$ cat config.mk
export PLATFORM = sky130hd
export DESIGN_NAME = br_pred_btb
export DESIGN_NICKNAME = d
export VERILOG_FILES = /design/src/rtl/br_pred_btb.sv
export SDC_FILE = /design/constraint.sdc
export NUM_CORES = 1
export LEC_CHECK = 0
export BUFFER_PORTS_ARGS = -buffer_cell sky130_fd_sc_hd__buf_2
export CAP_MARGIN = 10
export CORE_ASPECT_RATIO = 1.2
export CORE_MARGIN = 5
export CORE_UTILIZATION = 25
export DETAILED_ROUTE_END_ITERATION = 16
export HOLD_SLACK_MARGIN = 0.03
export PLACE_DENSITY_LB_ADDON = 0.2
export SKIP_CTS_REPAIR_TIMING = 1
export SLEW_MARGIN = 20
export SYNTH_ARGS = -nofsm -noshare
export SYNTH_HDL_FRONTEND = slang
export SYNTH_SLANG_ARGS = --single-unit
$ cat constraint.sdc
create_clock -name clk -period 5.6 [get_ports clk]
set_input_delay 0.28 -clock clk [delete_from_list [all_inputs] [get_ports clk]]
set_output_delay 0.28 -clock clk [all_outputs]
set_load 0.02 [all_outputs]
$ cat src/rtl/br_pred_btb.sv
// Direct-mapped BTB with 2-bit saturating counters; combinational lookup, registered update.
// Optional gshare indexing of the counters is compiled in with BRPRED_GSHARE_EN.
module br_pred_btb #(
    parameter int unsigned NUM_INDEX_BIT = 3,
    parameter int unsigned TAG_BIT       = 8,
    parameter int unsigned ADDR_W        = 32,
    parameter logic [1:0]  INIT_STATE    = 2'd1
) (
    input  logic              clk,
    input  logic              rst,
    input  logic              beq_i,
    input  logic              bne_i,
    input  logic [ADDR_W-1:0] ReadAddr_i,
    output logic [ADDR_W-1:0] ReadTarget_o,
    output logic              hit_o,
    input  logic              update_i,
    input  logic              branchTaken_i,
    input  logic [ADDR_W-1:0] WriteAddr_i,
    input  logic [ADDR_W-1:0] WriteTarget_i
);
    localparam int unsigned NUM_ENTRY = 2 ** NUM_INDEX_BIT;
    localparam int unsigned TAG_LO    = NUM_INDEX_BIT + 2;
    localparam int unsigned TAG_HI    = NUM_INDEX_BIT + TAG_BIT + 1;

    typedef enum logic [1:0] {
        NONTAKEN      = 2'd0,
        NEAR_NONTAKEN = 2'd1,
        NEAR_TAKEN    = 2'd2,
        TAKEN         = 2'd3
    } ctr_t;

    logic               valid   [NUM_ENTRY];
    logic [TAG_BIT-1:0] tags    [NUM_ENTRY];
    logic [ADDR_W-1:0]  targets [NUM_ENTRY];
    ctr_t               ctr     [NUM_ENTRY];

    logic [NUM_INDEX_BIT-1:0] rd_idx;
    logic [NUM_INDEX_BIT-1:0] wr_idx;
    logic [NUM_INDEX_BIT-1:0] rd_cidx;
    logic [NUM_INDEX_BIT-1:0] wr_cidx;
    logic [TAG_BIT-1:0]       rd_tag;
    logic [TAG_BIT-1:0]       wr_tag;
    logic                     rd_btb_hit;
    logic                     wr_btb_hit;
    logic                     is_branch;
    logic                     unused_addr_bits;

    assign rd_idx = ReadAddr_i[NUM_INDEX_BIT+1:2];
    assign wr_idx = WriteAddr_i[NUM_INDEX_BIT+1:2];
    assign rd_tag = ReadAddr_i[TAG_HI:TAG_LO];
    assign wr_tag = WriteAddr_i[TAG_HI:TAG_LO];

    // Only the index and tag fields of the PCs select entries; the rest is ignored.
    assign unused_addr_bits = ^{ReadAddr_i, WriteAddr_i};

`ifdef BRPRED_GSHARE_EN
    logic [NUM_INDEX_BIT-1:0] ghr;

    assign rd_cidx = rd_idx ^ ghr;
    assign wr_cidx = wr_idx ^ ghr;
`else
    assign rd_cidx = rd_idx;
    assign wr_cidx = wr_idx;
`endif

    assign rd_btb_hit = valid[rd_idx] && (tags[rd_idx] == rd_tag);
    assign wr_btb_hit = valid[wr_idx] && (tags[wr_idx] == wr_tag);
    assign is_branch  = beq_i | bne_i;

    always_comb begin
        hit_o        = is_branch && rd_btb_hit && ctr[rd_cidx][1];
        ReadTarget_o = hit_o ? targets[rd_idx] : ReadAddr_i + ADDR_W'(4);
    end

    // Tag and target arrays are deliberately left out of reset; valid gates them.
    always_ff @(posedge clk) begin
        if (rst) begin
            for (int unsigned i = 0; i < NUM_ENTRY; i++) begin
                valid[i] <= 1'b0;
                ctr[i]   <= ctr_t'(INIT_STATE);
            end
`ifdef BRPRED_GSHARE_EN
            ghr <= '0;
`endif
        end else if (update_i) begin
            if (wr_btb_hit) begin
                if (branchTaken_i) begin
                    if (ctr[wr_cidx] != TAKEN) begin
                        ctr[wr_cidx] <= ctr_t'(ctr[wr_cidx] + 2'd1);
                    end
                    targets[wr_idx] <= WriteTarget_i;
                end else if (ctr[wr_cidx] != NONTAKEN) begin
                    ctr[wr_cidx] <= ctr_t'(ctr[wr_cidx] - 2'd1);
                end
            end else if (branchTaken_i) begin
                valid[wr_idx]   <= 1'b1;
                tags[wr_idx]    <= wr_tag;
                targets[wr_idx] <= WriteTarget_i;
                ctr[wr_cidx]    <= NEAR_TAKEN;
            end
`ifdef BRPRED_GSHARE_EN
            ghr <= {ghr[NUM_INDEX_BIT-2:0], branchTaken_i};
`endif
        end
    end
endmodule
# Yosys cells after proc, flatten, opt, wreduce, memory -nomap -nowiden
# Memories as Yosys holds them, arrays and structs flattened.
# Index checks and enable logic that the tools add are counted.
# totals
ramBits,344
memories,4
regBits,0
wordCells,54
# mem_list
name,words,width,read_ports,rd_ports_with_merged_regs,write_ports,line_no,source
targets,8,32,1,0,1,34,logic [ADDR_W-1:0] targets [NUM_ENTRY];
tags,8,8,2,0,1,33,logic [TAG_BIT-1:0] tags [NUM_ENTRY];
ctr,8,2,2,0,8,35,ctr_t ctr [NUM_ENTRY];
valid,8,1,2,0,8,32,logic valid [NUM_ENTRY];
# classes
n_mux,33
n_addsub,3
n_reduce_logical,7
bitwise,4
n_eq_ne,3
# op_table
cell,n
two-way mux 32 bit,2
"adder 32 x 3 -> 32 bit, second input constant",1
two-way mux 1 bit,26
equality test 8 bit,2
two-way mux 2 bit,3
two-way mux 3 bit,2
logical AND 1 bit,4
OR 1 bit,4
"adder 2 x 1 -> 2 bit, second input constant",1
"!= test 2 bit, second input constant",1
nonzero test 2 bit,1
OR reduction 2 bit,1
"subtractor 2 x 1 -> 2 bit, second input constant",1
OR reduction 1 bit,1

# Longest topological paths before layout
# An unclocked memory read counts as a cell.
# depth
depth_word,12
depth_mapped,10

# Worst setup path after synthesis
# No wires, ideal clock.
# synth_timing
kind,input -> register
startpoint,input WriteAddr_i[4]
endpoint,"memory targets[7][0], enable pin"
cell_stages,5
setup_ns,0.421
required_ns,5.179
t_arrival_ns,2.496
setup_slack_ns,2.682
cell_sequence,buf_2 -> buf_2 -> buf_2 -> nand3_1 -> nor2_1
# synth_via
elab_chain_cells,8
elab_cells_between_ends,13
cone_classes,eq/ne: 1; mux: 8; bitwise: 1; reduce/logical: 1; memory: 2
# synth_lines
element,line_no,source
"start, declared",18,"input logic [ADDR_W-1:0] WriteAddr_i,"
memory read (8 x 8 bit),--,
equality test 8 bit,67,assign wr_btb_hit = valid[wr_idx] && (tags[wr_idx] == wr_tag);
logical AND 1 bit,67,
two-way mux 1 bit,86,if (wr_btb_hit) begin
two-way mux 1 bit,85,end else if (update_i) begin
two-way mux 1 bit,77,if (rst) begin
two-way mux 1 bit (on tied branches),"91, 98",
OR 1 bit (no line),--,
"end, declared",34,
# Parallel ways exist; a longest one is shown, timed or not.

==> metrics.txt <==
# TYPE chip_impl_metric gauge
chip_impl_metric{name="skew",unit="ns"} 0.0118
chip_impl_info{name="run_status",value="completed"} 1
chip_impl_metric{name="tns",unit="ns"} 0
chip_impl_metric{name="post_syn_area_per_cell",unit="um2"} 17.7
chip_impl_metric{name="die_height",unit="um"} 279
chip_impl_metric{name="synth_async_sr_flop_share",unit=""} 0
chip_impl_metric{name="detail_route.wl_per_cell",unit="um"} 21.8
chip_impl_metric{name="cellPowerDensity",unit="nW/um2"} 314
chip_impl_metric{name="final_core_utilization",unit=""} 0.306
chip_impl_metric{name="initialDrtViolationCount",unit=""} 592
chip_impl_info{name="cts_root_buffer",value="sky130_fd_sc_hd__clkbuf_16"} 1
chip_impl_metric{name="yosys.cell_types.count",unit=""} 54
chip_impl_info{name="critical_path.cell_chain",value="mux4_2 > mux2i_1 > xor2_1 > nand3_1 > nor4_4 > buf_4 > nor2_1 > a21oi_1 > buf_2"} 1
chip_impl_info{name="synth_commonest_cells",value="sky130_fd_sc_hd__edfxtp_1 (336), sky130_fd_sc_hd__mux4_2 (86), sky130_fd_sc_hd__mux2i_1 (62)"} 1
chip_impl_metric{name="synth.ff_latch_count",unit=""} 344
chip_impl_info{name="cp-end-kind",value="primary output"} 1
chip_impl_info{name="ys_top_cells_by_area",value="sky130_fd_sc_hd__edfxtp_1 (67%), sky130_fd_sc_hd__mux4_2 (13%), sky130_fd_sc_hd__mux2i_1 (4.1%), sky130_fd_sc_hd__mux2_2 (1.5%), sky130_fd_sc_hd__xnor2_1 (1.5%)"} 1
chip_impl_metric{name="tightest_slew",unit="ns"} 1.06
chip_impl_info{name="yosysMostFrequentCell",value="sky130_fd_sc_hd__edfxtp_1"} 1
chip_impl_metric{name="grt_max_degree",unit=""} 58
chip_impl_info{name="tritoncts",value="done"} 1
chip_impl_metric{name="vias_per_cell",unit=""} 4.57
chip_impl_metric{name="fin_nets",unit=""} 1126
chip_impl_info{name="cp_startpoint_kind",value="register"} 1
chip_impl_metric{name="die-area",unit="um2"} 65100
chip_impl_info{name="timing.setup.critical_path_class",value="register to primary output"} 1
chip_impl_metric{name="relSlewSlack",unit=""} 0.289
chip_impl_metric{name="synth.cell_area",unit="um2"} 15000
chip_impl_metric{name="ys_warn_count",unit=""} 0
chip_impl_metric{name="layout-drive-gt1-share",unit=""} 0.296
chip_impl_metric{name="flow.area_growth_from_synthesis",unit="%"} 21.5
chip_impl_metric{name="finalWeightedCongestion",unit=""} 0.791
chip_impl_metric{name="count_of_endpoints_failing_hold_in_the_final_timing_report",unit=""} 0
chip_impl_metric{name="max-vdd-ir-drop",unit="mV"} 0.181
chip_impl_info{name="critical_path.top_delay_family",value="simple AND/OR/NAND/NOR gates"} 1
chip_impl_metric{name="initial_core_util",unit=""} 0.252
chip_impl_metric{name="grt_antenna_before_repair",unit=""} 1
chip_impl_metric{name="period_share",unit=""} 0.737
chip_impl_metric{name="wire_length_of_the_first_global_routing_pass",unit="um"} 60000
chip_impl_metric{name="path_max_fanout",unit=""} 11
chip_impl_metric{name="hpwlAfterDp",unit="um"} 24900
chip_impl_metric{name="post-route-drc-count",unit=""} 0
chip_impl_metric{name="mapped_cells",unit=""} 850
chip_impl_metric{name="tritoncts.num_buffers",unit=""} 39
chip_impl_metric{name="crit_arrival",unit="ns"} 3.85
chip_impl_metric{name="dieWidth",unit="um"} 234
chip_impl_metric{name="finish.instance_area",unit="um2"} 18300
chip_impl_metric{name="synth-edff-count",unit=""} 336
chip_impl_metric{name="cts_buffer_depth",unit=""} 3
chip_impl_metric{name="numPortBuffers",unit=""} 113
chip_impl_info{name="rsz_0062_raised_after_global_routing",value="no"} 1
chip_impl_metric{name="max_cap_viol_count",unit=""} 0
chip_impl_metric{name="number_of_nets_produced_by_synthesis",unit=""} 953
chip_impl_metric{name="synth_top_cell_area_share",unit=""} 0.672
chip_impl_metric{name="required_time_of_the_worst_setup_path",unit="ns"} 5.32
chip_impl_metric{name="ant_nets",unit=""} 0
chip_impl_metric{name="timing_max_transition_violations_final",unit=""} 0
chip_impl_info{name="critical-path-slowest-cell",value="sky130_fd_sc_hd__nor4_4"} 1
chip_impl_metric{name="grt_pass1_vias",unit=""} 8978
chip_impl_metric{name="achievable-frequency",unit="GHz"} 0.242
chip_impl_metric{name="static-leakage-power",unit="uW"} 0.00595
chip_impl_metric{name="groute.usage.overall",unit=""} 0.123
chip_impl_metric{name="overflow",unit=""} 0
chip_impl_metric{name="totalWireLength",unit="um"} 40400
chip_impl_metric{name="setup_viol",unit=""} 0
chip_impl_metric{name="final.min_clock_period",unit="ns"} 4.13
chip_impl_metric{name="io-pin-count",unit=""} 135
chip_impl_info{name="hold_class",value="input pin to register"} 1
chip_impl_metric{name="critical_path_buf_inv_count",unit=""} 2
chip_impl_metric{name="critical_path.max_stage_delay",unit="ns"} 0.85
chip_impl_metric{name="post_dp_cell_area",unit="um2"} 16600
chip_impl_info{name="yosys_most_used_dff",value="sky130_fd_sc_hd__edfxtp_1"} 1
chip_impl_metric{name="portion_of_the_post_synthesis_area_used_by_sequential_elements",unit=""} 0.682
chip_impl_metric{name="cts_sinks",unit=""} 344
chip_impl_info{name="synth.largest_area_cell",value="sky130_fd_sc_hd__edfxtp_1"} 1
chip_impl_metric{name="htree_levels",unit=""} 2
chip_impl_metric{name="worst_skew_pair_later_pin_latency",unit="ns"} 0.57
chip_impl_metric{name="dr.pass1.iters",unit=""} 5
chip_impl_metric{name="row_count",unit=""} 98
chip_impl_metric{name="coreArea",unit="um2"} 59600
chip_impl_metric{name="detailroute.via_count",unit=""} 8458
chip_impl_metric{name="clkSlewWorstSetupHoldPaths",unit="ns"} 0.06
final timing paths:
check / startpoint / end / slack, ns / cells past startpoint
setup / recovery: tags[7][6] / ReadTarget_o[10] / 1.47 / 9
hold / removal: WriteAddr_i[6] / tags[3][1] / 0.03 / 1
setup reg to reg: tags[7][6] / ctr[6][0] / 2.45 / 6
hold reg to reg: valid[5] / valid[5] / 0.49 / 1
area by class of cell:
| cell class | instances | area, um2 |
|---|---|---|
| fill | 5982 | 41300 |
| timing repair buffer | 177 | 1170 |
| tap | 800 | 1000 |
| antenna | 1 | 2.50 |
| multi-input combinational | 453 | 4600 |
| clock buffer | 52 | 1040 |
| clock inverter | 16 | 163 |
| inverter | 8 | 30.0 |
| sequential | 344 | 10200 |
per-layer routing:
layer,vias up,routed length (um),GRT usage
li1,3813,-,-
met1,4342,18300,0.171
met2,241,19100,0.197
met3,62,2120,0.0256
met4,0,932,0.0355
met5,-,0,0
cells in the final DEF (no fill, tap or decap), types with 4 or more instances in the layout:
master	instances
sky130_fd_sc_hd__nand2b_1	4
sky130_fd_sc_hd__a311oi_1	4
sky130_fd_sc_hd__o21ai_0	7
sky130_fd_sc_hd__mux2i_1	62
sky130_fd_sc_hd__dfxtp_1	8
sky130_fd_sc_hd__dlygate4sd3_1	37
sky130_fd_sc_hd__xor2_1	12
sky130_fd_sc_hd__nand4_1	13
sky130_fd_sc_hd__a21oi_1	28
sky130_fd_sc_hd__xnor2_1	25
sky130_fd_sc_hd__o2bb2ai_1	9
sky130_fd_sc_hd__a31oi_1	6
sky130_fd_sc_hd__or3_1	4
sky130_fd_sc_hd__buf_2	110
sky130_fd_sc_hd__nor2_1	48
sky130_fd_sc_hd__buf_4	29
sky130_fd_sc_hd__o41ai_1	8
sky130_fd_sc_hd__o22ai_1	9
sky130_fd_sc_hd__clkinv_1	12
sky130_fd_sc_hd__nor2_4	8
sky130_fd_sc_hd__nand3_1	26
sky130_fd_sc_hd__edfxtp_1	336
sky130_fd_sc_hd__clkbuf_16	39
sky130_fd_sc_hd__inv_1	4
sky130_fd_sc_hd__nand2_1	25
sky130_fd_sc_hd__clkbuf_1	11
sky130_fd_sc_hd__nor3_1	6
sky130_fd_sc_hd__mux2_2	20
sky130_fd_sc_hd__and4_1	4
sky130_fd_sc_hd__o21bai_1	4
sky130_fd_sc_hd__mux4_2	86
through the flow:
stage                     hold WS (ns)  instances  total power, uW  worst slack [ns]
after CTS                      -0.0655       1812             5800              1.35
after detailed placement         0.473       1744             3340              1.56
after global placement           0.475       1744             3340              1.58
after floorplan                  0.379        850             3170              2.68
final                           0.0347       1851             5730              1.47
after global routing            0.0302       1850             5960              1.23
registers in the layout (all words and copies together), names as in the netlist:
name and count:
valid 8, targets 256, ctr 16, tags 64
power by group:
group	switching, uW	leakage [uW]	internal (uW)
combinational	255	0.00226	175
sequential	10.4	0.00311	2860
clock	1060	0.000581	1370
cell families (layout without fill, tap and decap cells):
logic type	after synthesis	in the layout	share of synthesized area
flops	344	344	0.682
compound gates	91	91	0.0403
xor+xnor	37	37	0.0216
simple gates	155	155	0.0528
other cells	0	1	0
mux	169	169	0.186
buf+inv	53	253	0.0162
fa+ha+maj	1	1	0.000833
Note: power is estimated with default switching activity, not from simulation.
